[src/rtl/eth_pcs_rx_block_sync.sv]
// 64b/66b receive block synchronizer: hunts for sync-header alignment by slipping the
// gearbox, declares lock after SH_TH good headers and drops lock on SH_INVAL_TH bad headers per window.
module eth_pcs_rx_block_sync #(
    parameter int SH_TH       = 64,
    parameter int SH_INVAL_TH = 16,
    parameter int SLIP_WAIT   = 4,
    parameter int W_SYNC      = 2,
    parameter int W_PLD_BLK   = 64
) (
    input  logic                 i_clk,
    input  logic                 i_rst,
    input  logic                 i_valid,
    input  logic [W_SYNC-1:0]    i_sync,
    input  logic [W_PLD_BLK-1:0] i_data,
    output logic                 o_slip,
    output logic                 o_block_lock,
    output logic                 o_valid,
    output logic [W_SYNC-1:0]    o_sync,
    output logic [W_PLD_BLK-1:0] o_data,
    output logic                 o_sh_err
);

    localparam int SH_W   = (SH_TH > 1)       ? $clog2(SH_TH)       : 1;
    localparam int INV_W  = (SH_INVAL_TH > 1) ? $clog2(SH_INVAL_TH) : 1;
    localparam int WAIT_W = (SLIP_WAIT > 1)   ? $clog2(SLIP_WAIT)   : 1;

    // Terminal counts: the Nth event is recognised while the count still reads N-1.
    localparam logic [SH_W-1:0]   SH_LAST   = SH_W'(SH_TH - 1);
    localparam logic [INV_W-1:0]  INV_LAST  = INV_W'(SH_INVAL_TH - 1);
    localparam logic [WAIT_W-1:0] WAIT_LAST = WAIT_W'(SLIP_WAIT - 1);

    localparam logic [W_SYNC-1:0] SYNC_DATA = W_SYNC'(1);
    localparam logic [W_SYNC-1:0] SYNC_CTRL = W_SYNC'(2);

    typedef enum logic [1:0] {
        UNLOCKED,
        LOCKED,
        SLIP_HOLD
    } state_t;

    state_t            state;
    logic [SH_W-1:0]   sh_cnt;
    logic [INV_W-1:0]  inv_cnt;
    logic [WAIT_W-1:0] wait_cnt;
    logic              sh_ok;

    assign sh_ok = (i_sync == SYNC_DATA) || (i_sync == SYNC_CTRL);

    always_ff @(posedge i_clk or posedge i_rst) begin
        if (i_rst) begin
            state        <= UNLOCKED;
            sh_cnt       <= '0;
            inv_cnt      <= '0;
            wait_cnt     <= '0;
            o_slip       <= 1'b0;
            o_block_lock <= 1'b0;
            o_valid      <= 1'b0;
            o_sh_err     <= 1'b0;
            o_sync       <= '0;
            o_data       <= '0;
        end else begin
            o_slip   <= 1'b0;
            o_valid  <= 1'b0;
            o_sh_err <= 1'b0;
            if (i_valid) begin
                o_sync   <= i_sync;
                o_data   <= i_data;
                o_valid  <= (state == LOCKED);
                o_sh_err <= !sh_ok && (state != SLIP_HOLD);
                case (state)
                    UNLOCKED: begin
                        if (sh_ok) begin
                            if (sh_cnt == SH_LAST) begin
                                state        <= LOCKED;
                                o_block_lock <= 1'b1;
                                sh_cnt       <= '0;
                                inv_cnt      <= '0;
                            end else begin
                                sh_cnt <= sh_cnt + 1'b1;
                            end
                        end else begin
                            state    <= SLIP_HOLD;
                            o_slip   <= 1'b1;
                            sh_cnt   <= '0;
                            inv_cnt  <= '0;
                            wait_cnt <= '0;
                        end
                    end
                    LOCKED: begin
                        // Loss of lock is tested first so it wins over a coincident window end.
                        if (!sh_ok && (inv_cnt == INV_LAST)) begin
                            state        <= SLIP_HOLD;
                            o_block_lock <= 1'b0;
                            o_slip       <= 1'b1;
                            sh_cnt       <= '0;
                            inv_cnt      <= '0;
                            wait_cnt     <= '0;
                        end else if (sh_cnt == SH_LAST) begin
                            sh_cnt  <= '0;
                            inv_cnt <= '0;
                        end else begin
                            sh_cnt <= sh_cnt + 1'b1;
                            if (!sh_ok) begin
                                inv_cnt <= inv_cnt + 1'b1;
                            end
                        end
                    end
                    SLIP_HOLD: begin
                        if (wait_cnt == WAIT_LAST) begin
                            state    <= UNLOCKED;
                            sh_cnt   <= '0;
                            inv_cnt  <= '0;
                            wait_cnt <= '0;
                        end else begin
                            wait_cnt <= wait_cnt + 1'b1;
                        end
                    end
                    default: begin
                        state    <= UNLOCKED;
                        sh_cnt   <= '0;
                        inv_cnt  <= '0;
                        wait_cnt <= '0;
                    end
                endcase
            end
        end
    end

endmodule

[config.mk]
export PLATFORM = sky130hd
export DESIGN_NAME = eth_pcs_rx_block_sync
export DESIGN_NICKNAME = d
export VERILOG_FILES = /design/src/rtl/eth_pcs_rx_block_sync.sv
export SDC_FILE = /design/constraint.sdc
export NUM_CORES = 1
export LEC_CHECK = 0
export BUFFER_PORTS_ARGS = -buffer_cell sky130_fd_sc_hd__buf_2
export CAP_MARGIN = 20
export CORE_ASPECT_RATIO = 1.75
export CORE_UTILIZATION = 48
export CTS_BUF_LIST = sky130_fd_sc_hd__clkbuf_4 sky130_fd_sc_hd__clkbuf_8 sky130_fd_sc_hd__clkbuf_16
export DETAILED_ROUTE_END_ITERATION = 8
export GPL_TIMING_DRIVEN = 0
export PLACE_DENSITY = 0.85
export SLEW_MARGIN = 20
export SYNTH_ARGS = -nofsm -noshare
export SYNTH_HDL_FRONTEND = slang
export SYNTH_SLANG_ARGS = --single-unit
[constraint.sdc]
create_clock -name i_clk -period 3.18 [get_ports i_clk]
set_input_delay 0.318 -clock i_clk [delete_from_list [all_inputs] [get_ports i_clk]]
set_output_delay 0.318 -clock i_clk [all_outputs]
set_load 0.005 [all_outputs]
=== Word level (Yosys, flattened, before mapping) ===
Index checks and enable logic that the tools add are counted.

* $add $sub $neg: 3
* Eq/ne operators: 15
* Muxes and demuxes: 31
* Reductions and logical operators: 11

{| class="wikitable"
|+ Operator list
! kind !! number
|-
| $mux W4 || 6
|-
| $mux W6 || 4
|-
| $pmux W6 S3 || 1
|-
| $mux W2 || 7
|-
| $pmux W2 S3 || 2
|-
| $pmux W4 S3 || 1
|-
| $ne A2 B2 Y1 const B || 5
|-
| $mux W1 || 8
|-
| $reduce_and A4 Y1 || 2
|-
| $add A6 B1 Y6 const B || 1
|-
| $eq A2 B2 Y1 const B || 3
|-
| $eq A6 B6 Y1 const B || 1
|-
| $reduce_and A5 Y1 || 1
|-
| $add A4 B1 Y4 const B || 1
|-
| $eq A2 B1 Y1 const B || 2
|-
| $eq A4 B4 Y1 const B || 1
|-
| $ne A4 B2 Y1 const B || 1
|-
| $pmux W1 S2 || 2
|-
| $ne A3 B3 Y1 const B || 1
|-
| $reduce_and A3 Y1 || 1
|-
| $add A2 B1 Y2 const B || 1
|-
| $logic_and A1 B1 Y1 || 2
|-
| $logic_not A2 Y1 || 1
|-
| $ne A2 B1 Y1 const B || 1
|-
| 4 further kinds || 4
|}

* Flip-flop bits (word level): 84
* Output and inout bits: 70
* Logic and storage cells: 70

=== Logic depth before layout (Yosys ltp) ===
Gate-level depths: netlist of the first run.

* Word-level depth: 7
* Gate-level depth with buffers: 5
* Depth with buffers taken out: 5

=== Worst setup path after synthesis of the first run ===
Ideal clock, no wire load.

* Kind: flip-flop to flip-flop
* Start point: reg sh_cnt[0]
* End point: reg sh_cnt[5]
* Library setup time: 0.082 ns
* Arrival time: 1.637 ns
* Required time: 3.098 ns
* Path slack: 1.461 ns
* Cell stages (with the launch flop): 6
* Period minus slack after synthesis: 1.719 ns
* Path through: dfrtp_1 > ha_1 > and4_1 > and2_1 > or4_1 > a31oi_1

* Longest elaborated chain between the ends: 4
* Elaborated cells between the ends (all ways): 6
* Classes of those cells: add/sub: 1; eq/ne: 1; mux: 4

{| class="wikitable"
|+ Ends and longest elaborated chain
! what !! line !! text
|-
| start: declaration || 42 || <nowiki>logic [SH_W-1:0] sh_cnt;</nowiki>
|-
| start signal: assignment || 79 || <nowiki>sh_cnt <= sh_cnt + 1'b1;</nowiki>
|-
| start signal: assignment || 102 || <nowiki>sh_cnt <= sh_cnt + 1'b1;</nowiki>
|-
| $add A6 B1 Y6 or $eq A6 B6 Y1 (tied branches) || n/a ||
|-
| $mux W6 (*) || 73, 98 ||
|-
| $mux W6, on equally long branches || 91, 72 ||
|-
| $pmux W6 S3 (*) || 70 || <nowiki>case (state)</nowiki>
|}

Mark *: on every way between the ends. The rest lies on a longest branch, timed or not.
A chain may end at the register's enable or synchronous reset.

=== Worst setup path after layout of the first run ===
* Start point: reg sh_cnt[0]
* End point: reg inv_cnt[2]

* Longest elaborated chain between the ends: 4
* Elaborated cells between the ends (all ways): 7
* Classes of those cells: eq/ne: 3; mux: 3; reduce/logical: 1

{| class="wikitable"
|+ Ends and longest elaborated chain
! what !! line !! text
|-
| $eq A6 B6 Y1 (*) || 73, 98 ||
|-
| $mux W4 || 98 || <nowiki>end else if (sh_cnt == SH_LAST) begin</nowiki>
|-
| $mux W4 || 91 || <nowiki>if (!sh_ok && (inv_cnt == INV_LAST)) begin</nowiki>
|-
| $pmux W4 S3 || 70 ||
|-
| end signal: assignment || 104 || <nowiki>inv_cnt <= inv_cnt + 1'b1;</nowiki>
|-
| end: declaration || 43 || <nowiki>logic [INV_W-1:0] inv_cnt;</nowiki>
|}

Marks and branches as above.

==> run metrics, run 1 <==
Tcrit/Tclk final=between 50% and 60%; Psw=729.0 uW; Hold Path Class=in2async; Post-Syn Instances=about 230; yosys warns=0; ANT cells=0; maxcap violations=0; Syn-to-layout area delta=34.96%; I/O pin count=about 140; TritonCTS clock tree=done; via count=~2500; DR iter-0 viols=127; register area share after synthesis=between 60% and 70%; combinational cell fraction of total power=16.2%; final hold violations=0; P_leak=2.191 nW; Worst Path Required=3.40 ns; post-route ant nets=0; reg2reg path depth=5; vias in the first global route=about 2700; global-route wire length before repair=11780 um; Die H=112.8 um; row count=40; H-tree levels=3; clk sinks=84; Pre-Repair DR Iteration Count=5; fin. max-slew vios=0; number of fill cells=516; switching fraction of total power=24.11%; clk_lat worst skew=0.33 ns; outcome=finished, final reports clean; Root Buffer=clkbuf_16; CP Capture Type=register; power share of the clock group=40.4%; Die Footprint=0.007369 mm^2; share of cells above drive strength 1=60.47%; Net Count, Synth=304; Multi-input gate area=0.001197 mm^2; CTS Hold Bufs=0; Post-CTS Setup Bufs=0; worst-path fanout max=4; fin crit period=approximately 1.9 ns; DRC=0; Overflow after GRT=0; share of the core filled with cells=66.78%; Core Footprint=0.006807 mm^2; power density cells=665.1 mW/mm^2; largest net degree at the start of global routing=45; Cell Int Power=between 2 and 2.5 mW; Slew HR=about three fifths; chip width=65.32 um; Peak VDD IR=roughly 430 uV; Highest Clock Rate=0.5360 GHz; Num CTS Buffers=9; WP data arrival=2.08 ns; sequential power share=43.4%; final setup vio count=0; wire per inst=15.58 um; Worst R2R End=inv_cnt[2]$_DFFE_PP0P_; startpoint types=register; Layout Nets=454; number of port buffers=between 100 and 150; DR vias/cell=5.272; slowest stage delay, CP=0.46 ns; Worst-Margin Slew=slightly above 0.6 ns; Clock Skews=0.002118 ns; Worst-path clk slew=0.06 ns; Post-DP HPWL=5520 um; Initial Utilization=49.49%; worst flop-to-flop path startpoint=sh_cnt[0]$_DFFE_PP0P_; R2R setup slack=between 1 and 1.5 ns; Yosys reg bits=84; RSZ-0062 raised after global routing=no; Syn Area/Cell=14.52 um^2; Crit Path Class=reg2reg; number of antenna violations at the first check in global routing=0; Global Route Usage Sum=between 20% and 30%; final wirelength=approximately 7300 um; cell chain of the critical path=ha_1, and4_1, a211oi_1, o31ai_1, a32o_1; PostCTS Resize Cnt=0; slowest CP cell=a211oi_1; CTS max path bufs=2; placer's final routability congestion estimate=about 0.87; area of the mapped netlist=0.003368 mm^2; FF+latch area=0.002102 mm^2; Min Hold Slack=roughly 0.03 ns; synth unique cells=36
## kinds of logic (layout without fill, tap and decap cells)
family / count (synthesis) / in the layout / synth area share, %
adders and majority gates: 3 / 3 / 1.115
AOI/OAI and AO/OA: 32 / 32 / 6.835
DFF: 84 / 84 / 62.41
xor gates and xnor gates: 2 / 2 / 0.7431
buffers and inverters: 16 / 171 / 2.043
and+or+nand+nor: 28 / 28 / 4.458
muxes: 67 / 67 / 22.40
## layout by cell type, fill, tap and decap left out, types with 2 or more instances in the layout
master,instances
mux2_2,67
o31ai_1,3
a22o_1,3
dfrtp_1,84
o21ai_0,5
a32o_1,3
ha_1,3
nand4_1,2
o21a_1,2
nand2_1,2
clkbuf_1,3
nor3_1,2
clkbuf_8,2
inv_1,5
buf_2,144
nor2_1,7
clkbuf_16,9
o22ai_1,3
nand3_1,4
a31oi_1,5
nand2b_1,5
bufinv_16,3
## flip-flops by register name (all words and copies together), names as in the netlist
signal	count
o_sh_err	1
o_data	64
o_block_lock	1
sh_cnt	6
o_valid	1
o_sync	2
inv_cnt	4
state	2
o_slip	1
wait_cnt	2
## cells in the mapped netlist
master / number / share of area, %
nand2_1: 2 / 0.22
o2bb2ai_1: 1 / 0.26
o21a_1: 2 / 0.45
nand2b_1: 5 / 0.93
nand4_1: 2 / 0.37
dfrtp_1: 84 / 62
nor3_1: 2 / 0.30
a22o_1: 3 / 0.78
and4_1: 1 / 0.26
ha_1: 3 / 1.1
or4_1: 1 / 0.22
nor2b_1: 1 / 0.19
o21ai_0: 5 / 0.74
nor3b_1: 1 / 0.22
xnor2_1: 1 / 0.26
a31oi_1: 5 / 0.93
a21oi_1: 1 / 0.15
and2_1: 1 / 0.19
inv_1: 6 / 0.67
a32o_1: 3 / 0.89
nand3_1: 4 / 0.59
nor2_1: 7 / 0.78
a21oi_2: 1 / 0.26
a311oi_1: 1 / 0.26
a211oi_1: 1 / 0.22
o21ai_1: 1 / 0.15
o31ai_1: 3 / 0.67
xor2_2: 1 / 0.48
a21o_2: 1 / 0.26
clkbuf_2: 1 / 0.15
buf_2: 6 / 0.89
a31o_2: 1 / 0.26
o22ai_1: 3 / 0.56
and3_1: 1 / 0.19
mux2_2: 67 / 22
clkbuf_1: 3 / 0.33
## area by class of cell
| cell class | instances | share of cell area (%) |
|---|---|---|
| buffer | 10 | 1.018 |
| clock buffer | 11 | 5.560 |
| clock inverter | 5 | 2.340 |
| inverter | 6 | 0.5505 |
| multi-input combinational | 132 | 26.34 |
| sequential | 84 | 46.24 |
| tap | 84 | 2.312 |
| timing repair buffer | 139 | 15.63 |
## metal layers
metal	part of all wire (%)	GRT usage (%)	wire length, um
met2	59	38.42	4337
met5	0	0	0
met4	1.6	10.58	116
met3	4.6	7.157	339
met1	35	21.16	2546
## worst max-delay path: cells and delay by family, from the launching register on
family,cells,cell delay [ns]
fa+ha+maj,1,0.24
simple gates,1,0.24
compound gates,3,0.87
flops,1,0.40
## metrics by stage
stage	cell area [um^2]	setup WS (ns)	TNS, ns	instances	total power [mW]
after global placement	4164	-0.1267	-10.17	454	1.789
after floorplan	3368	0.6969	0	232	1.612
after CTS	4546	1.324	0	471	3.056
final	4546	1.314	0	471	3.023
after detailed placement	4187	1.296	0	455	1.824
after global routing	4546	1.136	0	471	3.164
## power by group through the flow
stage | combinational, mW | clock (mW) | sequential, mW
after detailed placement | 0.494 | 0 | 1.33
after global routing | 0.544 | 1.29 | 1.33
after floorplan | 0.287 | 0 | 1.32
after CTS | 0.497 | 1.25 | 1.31
final | 0.490 | 1.22 | 1.31
after global placement | 0.471 | 0 | 1.32
## how the worst max path moves through the flow
stage	from	end	slack [ns]	cells after the start
global placement	i_rst	o_data[24]$_DFFE_PP0P_	-0.13	2
global route	sh_cnt[0]$_DFFE_PP0P_	inv_cnt[2]$_DFFE_PP0P_	1.14	5
detailed placement	i_valid	wait_cnt[1]$_DFFE_PP0P_	1.30	5
CTS	state[1]$_DFFE_PP0P_	inv_cnt[2]$_DFFE_PP0P_	1.32	5
finish	sh_cnt[0]$_DFFE_PP0P_	inv_cnt[2]$_DFFE_PP0P_	1.31	5
floorplan	i_rst	inv_cnt[0]$_DFFE_PP0P_	0.70	1
Note: power is estimated with default switching activity, not from simulation.
==> run 2: changes to the inputs <==
Clock period 3.18 ns to 1.9 ns, I/O delays scaled along.
==> run metrics, run 2 (synthesis gave the netlist of run 1 again) <==
number of port buffers=138 (unchanged); I/O pin count=139 (unchanged); worst-path fanout max=4 (unchanged); Root Buffer=clkbuf_16; Power, Total=4.658 mW (+54%); clk_lat worst skew=0.32 ns (about the same); Highest Clock Rate=0.5440 GHz (+1.5%); DR iter-0 viols=197 (+55%); Num CTS Buffers=9 (unchanged); setup_tns=0 ns (unchanged); WP data arrival=2.08 ns (about the same); Layout Nets=456 (+0.44%); most flop-heavy register=o_data; placer's final routability congestion estimate=0.8354 (-4.2%); Worst-Margin Slew=0.5469 ns (-0.07534 ns); fin cells=471 (unchanged); final wirelength=7539 um (+2.7%); number of fill cells=516 (unchanged); row count=40 (unchanged); biggest regs=o_data: 64 flops, sh_cnt: 6 flops, inv_cnt: 4 flops; Tcrit/Tclk final=96.76% (+38 points); Global Route Usage Sum=21.85% (+0.47 points); post-route ant nets=0 (unchanged); power density cells=1033 mW/mm^2 (+55%); Die Footprint=0.007369 mm^2 (unchanged); final setup vio count=0 (unchanged); wire per inst=16.01 um (+2.7%); clk sinks=84 (unchanged); maxcap violations=0 (unchanged); DRC=0 (unchanged); P_leak=2.165 nW (-1.2%); DR vias/cell=5.257 (-0.28%); RSZ-0062 raised after global routing=no; Pre-Repair DR Iteration Count=4 (-1); Clock Skews=0.0009798 ns (-0.001138 ns); chip width=65.32 um (unchanged); Core Footprint=0.006807 mm^2 (unchanged); via count=2476 (-0.28%); CP Capture Point=sh_cnt[5]$_DFFE_PP0P_; largest net degree at the start of global routing=34 (-24%); TritonCTS clock tree=done; R2R setup slack=0.06 ns (-1.25 ns); Syn-to-layout area delta=33.88%; post-placement setup slack=0.03781 ns (-1.258 ns); CTS max path bufs=2 (unchanged); Slew HR=63.46% (+5.2 points); max FFs per register=64 (unchanged); H-tree levels=3 (unchanged); worst flop-to-flop path startpoint=sh_cnt[0]$_DFFE_PP0P_; Worst R2R End=sh_cnt[5]$_DFFE_PP0P_; Crit Path Class=reg2reg; Inst Count DP=456 (+0.22%); CP startpoint=sh_cnt[0]$_DFFE_PP0P_; Worst-path clk slew=0.06 ns (about the same); CP Capture Type=register; fin crit period=1.838 ns (-0.02737 ns); Peak VDD IR=699.6 uV (+62%); Post-DP HPWL=5650 um (+2.4%); final hold violations=0 (unchanged); vias in the first global route=2663 (+0.34%); Worst Path Required=2.14 ns (-1.26 ns); outcome=finished, final reports clean; global-route wire length before repair=12100 um (+2.7%); most common cell after layout, fill and taps aside=buf_2; reg2reg path depth=5 (unchanged); Worst Slack Setup Final=0.06163 ns (-1.253 ns); Initial Utilization=49.49% (unchanged); fin. max-slew vios=0 (unchanged); ANT cells=0 (unchanged); Hold Path Class=in2reg; Overflow after GRT=0 (unchanged); Die H=112.8 um (unchanged); most frequent cells in the layout=buf_2, dfrtp_1, mux2_2; number of antenna violations at the first check in global routing=0 (unchanged); share of cells above drive strength 1=60.98% (+0.52 points); startpoint types=register
==> run 2: layer usage <==
metal / part of all wire [%] / GRT usage [%] / up-vias
met5: 0 / 0 / -
met4: 2.5 / 10.87 / 0
met3: 3.1 / 4.738 / 15
met2: 59 / 39.52 / 78
met1: 35 / 23.08 / 1238
li1: - / - / 1145
==> run 2: final cells by class <==
type,instances,area [um^2],share of cell area [%]
Clock inverter,1,7.507,0.1665
Clock buffer,13,274.0,6.077
Multi-Input combinational cell,132,1207,26.78
Buffer,10,46.29,1.027
Tap cell,84,105.1,2.331
Sequential cell,84,2102,46.62
Timing Repair Buffer,141,740.7,16.43
Inverter,6,26.28,0.5827
==> run 2: worst min path at each step <==
| stage | to | start | cells after the start |
|---|---|---|---|
| 2_1_floorplan | o_data[0]$_DFFE_PP0P_ | i_data[0] | 1 |
| 3_3_place_gp | o_data[51]$_DFFE_PP0P_ | i_data[51] | 2 |
| 3_5_place_dp | o_data[55]$_DFFE_PP0P_ | i_rst | 2 |
| 4_1_cts | o_data[8]$_DFFE_PP0P_ | i_data[8] | 2 |
| 5_1_grt | o_data[47]$_DFFE_PP0P_ | i_data[47] | 2 |
| 6_report | o_data[18]$_DFFE_PP0P_ | i_data[18] | 2 |
==> run 2: what timing repair did <==
action	in CTS	in global routing
hold buffers	1	0
resized for setup	0	3
endpoints found under the hold margin	22	0
setup buffers	0	0
setup endpoints to repair	0	7
==> run 2: metrics by stage <==
stage          hold slack (ns)  utilization, %  area [um^2]
4_1_cts                0.08294           66.10         4499
6_report               0.09111           66.25         4509
3_3_place_gp            0.4209           61.23         4168
3_5_place_dp            0.2772           61.82         4208
5_1_grt                0.08062           66.25         4509
2_1_floorplan           0.3417               -         3372
==> run 2: power breakdown <==
part / leakage, nW / switching (mW) / internal (mW)
Combinational: 1.03 / 0.393 / 0.451
Sequential: 0.999 / 0.157 / 2.04
Clock: 0.137 / 0.626 / 0.992
Total: 2.17 / 1.18 / 3.48
==> run 2: worst max-delay path: stages, from the launching register on <==
cell	delay, ns
dfrtp_1	0.40
ha_2	0.22
and4_1	0.23
and2_1	0.20
or4_1	0.51
a31oi_1	0.19
==> run 3: changes to the inputs <==
Settings changed: ABC_AREA set to 1, CORE_UTILIZATION 48 to 49.
==> run metrics, run 3 <==
maxcap violations=0 (unchanged); area of the mapped netlist=0.003631 mm^2 (+7.8%); FF+latch area=0.002102 mm^2 (unchanged); fin crit period=1.439 ns (-0.3990 ns); P_leak=2.807 nW (+30%); Syn Area/Cell=8.252 um^2 (-43%); Slew HR=55.09% (-8.4 points); Root Buffer=clkbuf_16; CP Capture Type=register; Worst-path clk slew=0.06 ns (about the same); number of port buffers=137 (-0.72%); Tcrit/Tclk final=75.76% (-21 points); power density cells=1014 mW/mm^2 (-1.8%); Worst-Margin Slew=0.6723 ns (+0.1254 ns); Core Footprint=0.007182 mm^2 (+5.5%); DRC=0 (unchanged); Synth async-reset ratio=100.0% (unchanged); largest net degree at the start of global routing=31 (-8.8%); Hold Path Class=in2reg; placer's final routability congestion estimate=0.8296 (-0.69%); fin area=0.004772 mm^2 (+5.8%); synth unique cells=26 (-28%); Die H=115.9 um (+2.7%); PostCTS Resize Cnt=0 (unchanged); Layout Nets=663 (+45%); CP startpoint=sh_cnt[0]$_DFFE_PP0P_; Worst Path Required=2.12 ns (-0.02 ns); RSZ-0062 raised after global routing=no; Net Count, Synth=512 (+68%); vias in the first global route=3224 (+21%); post-route ant nets=0 (unchanged); Crit Path Class=reg2reg; CTS max path bufs=2 (unchanged); number of antenna violations at the first check in global routing=0 (unchanged); outcome=finished, final reports clean; DR iter-0 viols=198 (+0.51%); biggest regs=o_data: 64 flops, sh_cnt: 6 flops, inv_cnt: 4 flops; DR vias/cell=4.874 (-7.3%); max FFs per register=64 (unchanged); Overflow after GRT=0 (unchanged); worst-path fanout max=8 (+4); Multi-input gate area=0.001370 mm^2 (+13%); R2R setup slack=0.46 ns (+0.40 ns); WP data arrival=1.66 ns (-0.42 ns); most frequent cells in the layout=nand2_1, buf_2, dfrtp_1; Peak VDD IR=641.2 uV (-8.3%); Main synth FF type=dfrtp_1; startpoint types=register; register area share after synthesis=57.89% (-4.5 points); Clock Skews=0.003054 ns (+0.002075 ns); I/O pin count=139 (unchanged); Post-CTS Setup Bufs=0 (unchanged); final wirelength=8599 um (+14%); Global Route Usage Sum=23.99% (+2.1 points); Inst Count DP=665 (+46%); Highest Clock Rate=0.6947 GHz (+28%); final hold violations=0 (unchanged); row count=41 (+2.5%); number of fill cells=605 (+17%); fin cells=682 (+45%); number of synthesized flops with an enable pin=0 (unchanged); ANT cells=0 (unchanged); worst flop-to-flop path startpoint=sh_cnt[0]$_DFFE_PP0P_; top-count cell post-synth=nand2_1; final setup vio count=0 (unchanged); share of cells above drive strength 1=30.70% (-30 points); most flop-heavy register=o_data; Pre-Repair DR Iteration Count=4 (unchanged); clk_lat worst skew=0.33 ns (about the same); via count=3324 (+34%); Syn-to-layout area delta=31.43%; setup_tns=0 ns (unchanged); Worst R2R End=inv_cnt[1]$_DFFE_PP0P_; H-tree levels=3 (unchanged); share of the core filled with cells=66.45% (+0.20 points); TritonCTS clock tree=done; Worst Slack Setup Final=0.4606 ns (+0.3990 ns); fin. max-slew vios=0 (unchanged); post-placement setup slack=0.4866 ns (+0.4488 ns); Die Footprint=0.007772 mm^2 (+5.5%); CTS Hold Bufs=1 (unchanged); chip width=67.07 um (+2.7%); largest cells by area after synthesis=dfrtp_1, nand2_1, nand3_1; Initial Utilization=50.56% (+1.1 points); Hold Crit Start=i_data[2]; area fraction of the dominant cell type after synthesis=57.89% (-4.5 points); Yosys reg bits=84 (unchanged); Num CTS Buffers=9 (unchanged); reg2reg path depth=8 (+3); global-route wire length before repair=13940 um (+15%); yosys warns=0 (unchanged); most common cell after layout, fill and taps aside=nand2_1; Post-DP HPWL=6463 um (+14%); top cells by count, synth=nand2_1, dfrtp_1, inv_1; wire per inst=12.61 um (-21%); CP Capture Point=inv_cnt[1]$_DFFE_PP0P_; largest area contributor in the netlist=dfrtp_1; placed cell area=0.004468 mm^2 (+6.2%); Post-Syn Instances=440 (+90%); clk sinks=84 (unchanged)
-- run 3: cell types whose count changed in the layout (fill, tap and decap cells not counted), sizes merged, moves of 7 or more --
cell,change
inv,+18
mux2,-67
nand2,+256
nand3,+17
clkbuf,+7
nor2,+13
-- run 3: cells by family (layout without fill, tap and decap cells) --
group | after synthesis | count (layout) | share of synthesized area [%]
and+or+nand+nor | 305 | 305 | 35.15
DFF | 84 | 84 | 57.89
buffers and inverters | 39 | 195 | 4.376
AOI/OAI and AO/OA | 7 | 7 | 1.068
adders and majority gates | 3 | 3 | 1.034
xor gates and xnor gates | 2 | 2 | 0.4825
-- run 3: power by group --
| part | internal (mW) | switching, mW |
|---|---|---|
| combinational | 0.391 | 0.604 |
| clock | 1.03 | 0.646 |
| sequential | 2.00 | 0.162 |
| total | 3.43 | 1.41 |
-- run 3: metal layers --
layer	wire length, um	track usage [%]
met1	3232	25.89
met2	4788	42.00
met3	233	2.461
met4	344	17.45
met5	0	0
-- run 3: how the worst min path moves through the flow --
stage	endpoint	slack (ns)	depth (start not counted)
2_1_floorplan	o_data[18]$_DFFE_PP0P_	0.30	2
3_3_place_gp	o_data[31]$_DFFE_PP0P_	0.39	3
3_5_place_dp	o_data[11]$_DFFE_PP0P_	0.33	2
4_1_cts	o_data[2]$_DFFE_PP0P_	0.04	3
5_1_grt	o_data[31]$_DFFE_PP0P_	0.05	3
6_report	o_data[2]$_DFFE_PP0P_	0.05	3
-- run 3: area by class of cell --
type / instances / area share (%)
plain buffers: 15 / 1.390
inverters: 24 / 2.019
multi-input cells: 317 / 28.71
repair buffers: 140 / 15.42
clock buffers: 15 / 6.057
flip-flops and latches: 84 / 44.05
clock inverters: 1 / 0.1049
well taps: 86 / 2.255
-- run 3: through the flow --
step	hold WS (ns)	power (mW)
after floorplan	0.3025	2.796
after global placement	0.3908	3.127
after detailed placement	0.3252	3.178
after CTS	0.04465	4.885
after global routing	0.04999	5.092
final	0.05432	4.839
-- run 3: worst max-delay path, stage by stage (launching register included) --
cell	delay, ns
dfrtp_1	0.39
ha_1	0.24
nand2_2	0.10
nor2_4	0.12
nand2_4	0.10
nand2_2	0.13
nand3_2	0.12
nand2_1	0.09
nand2_1	0.05
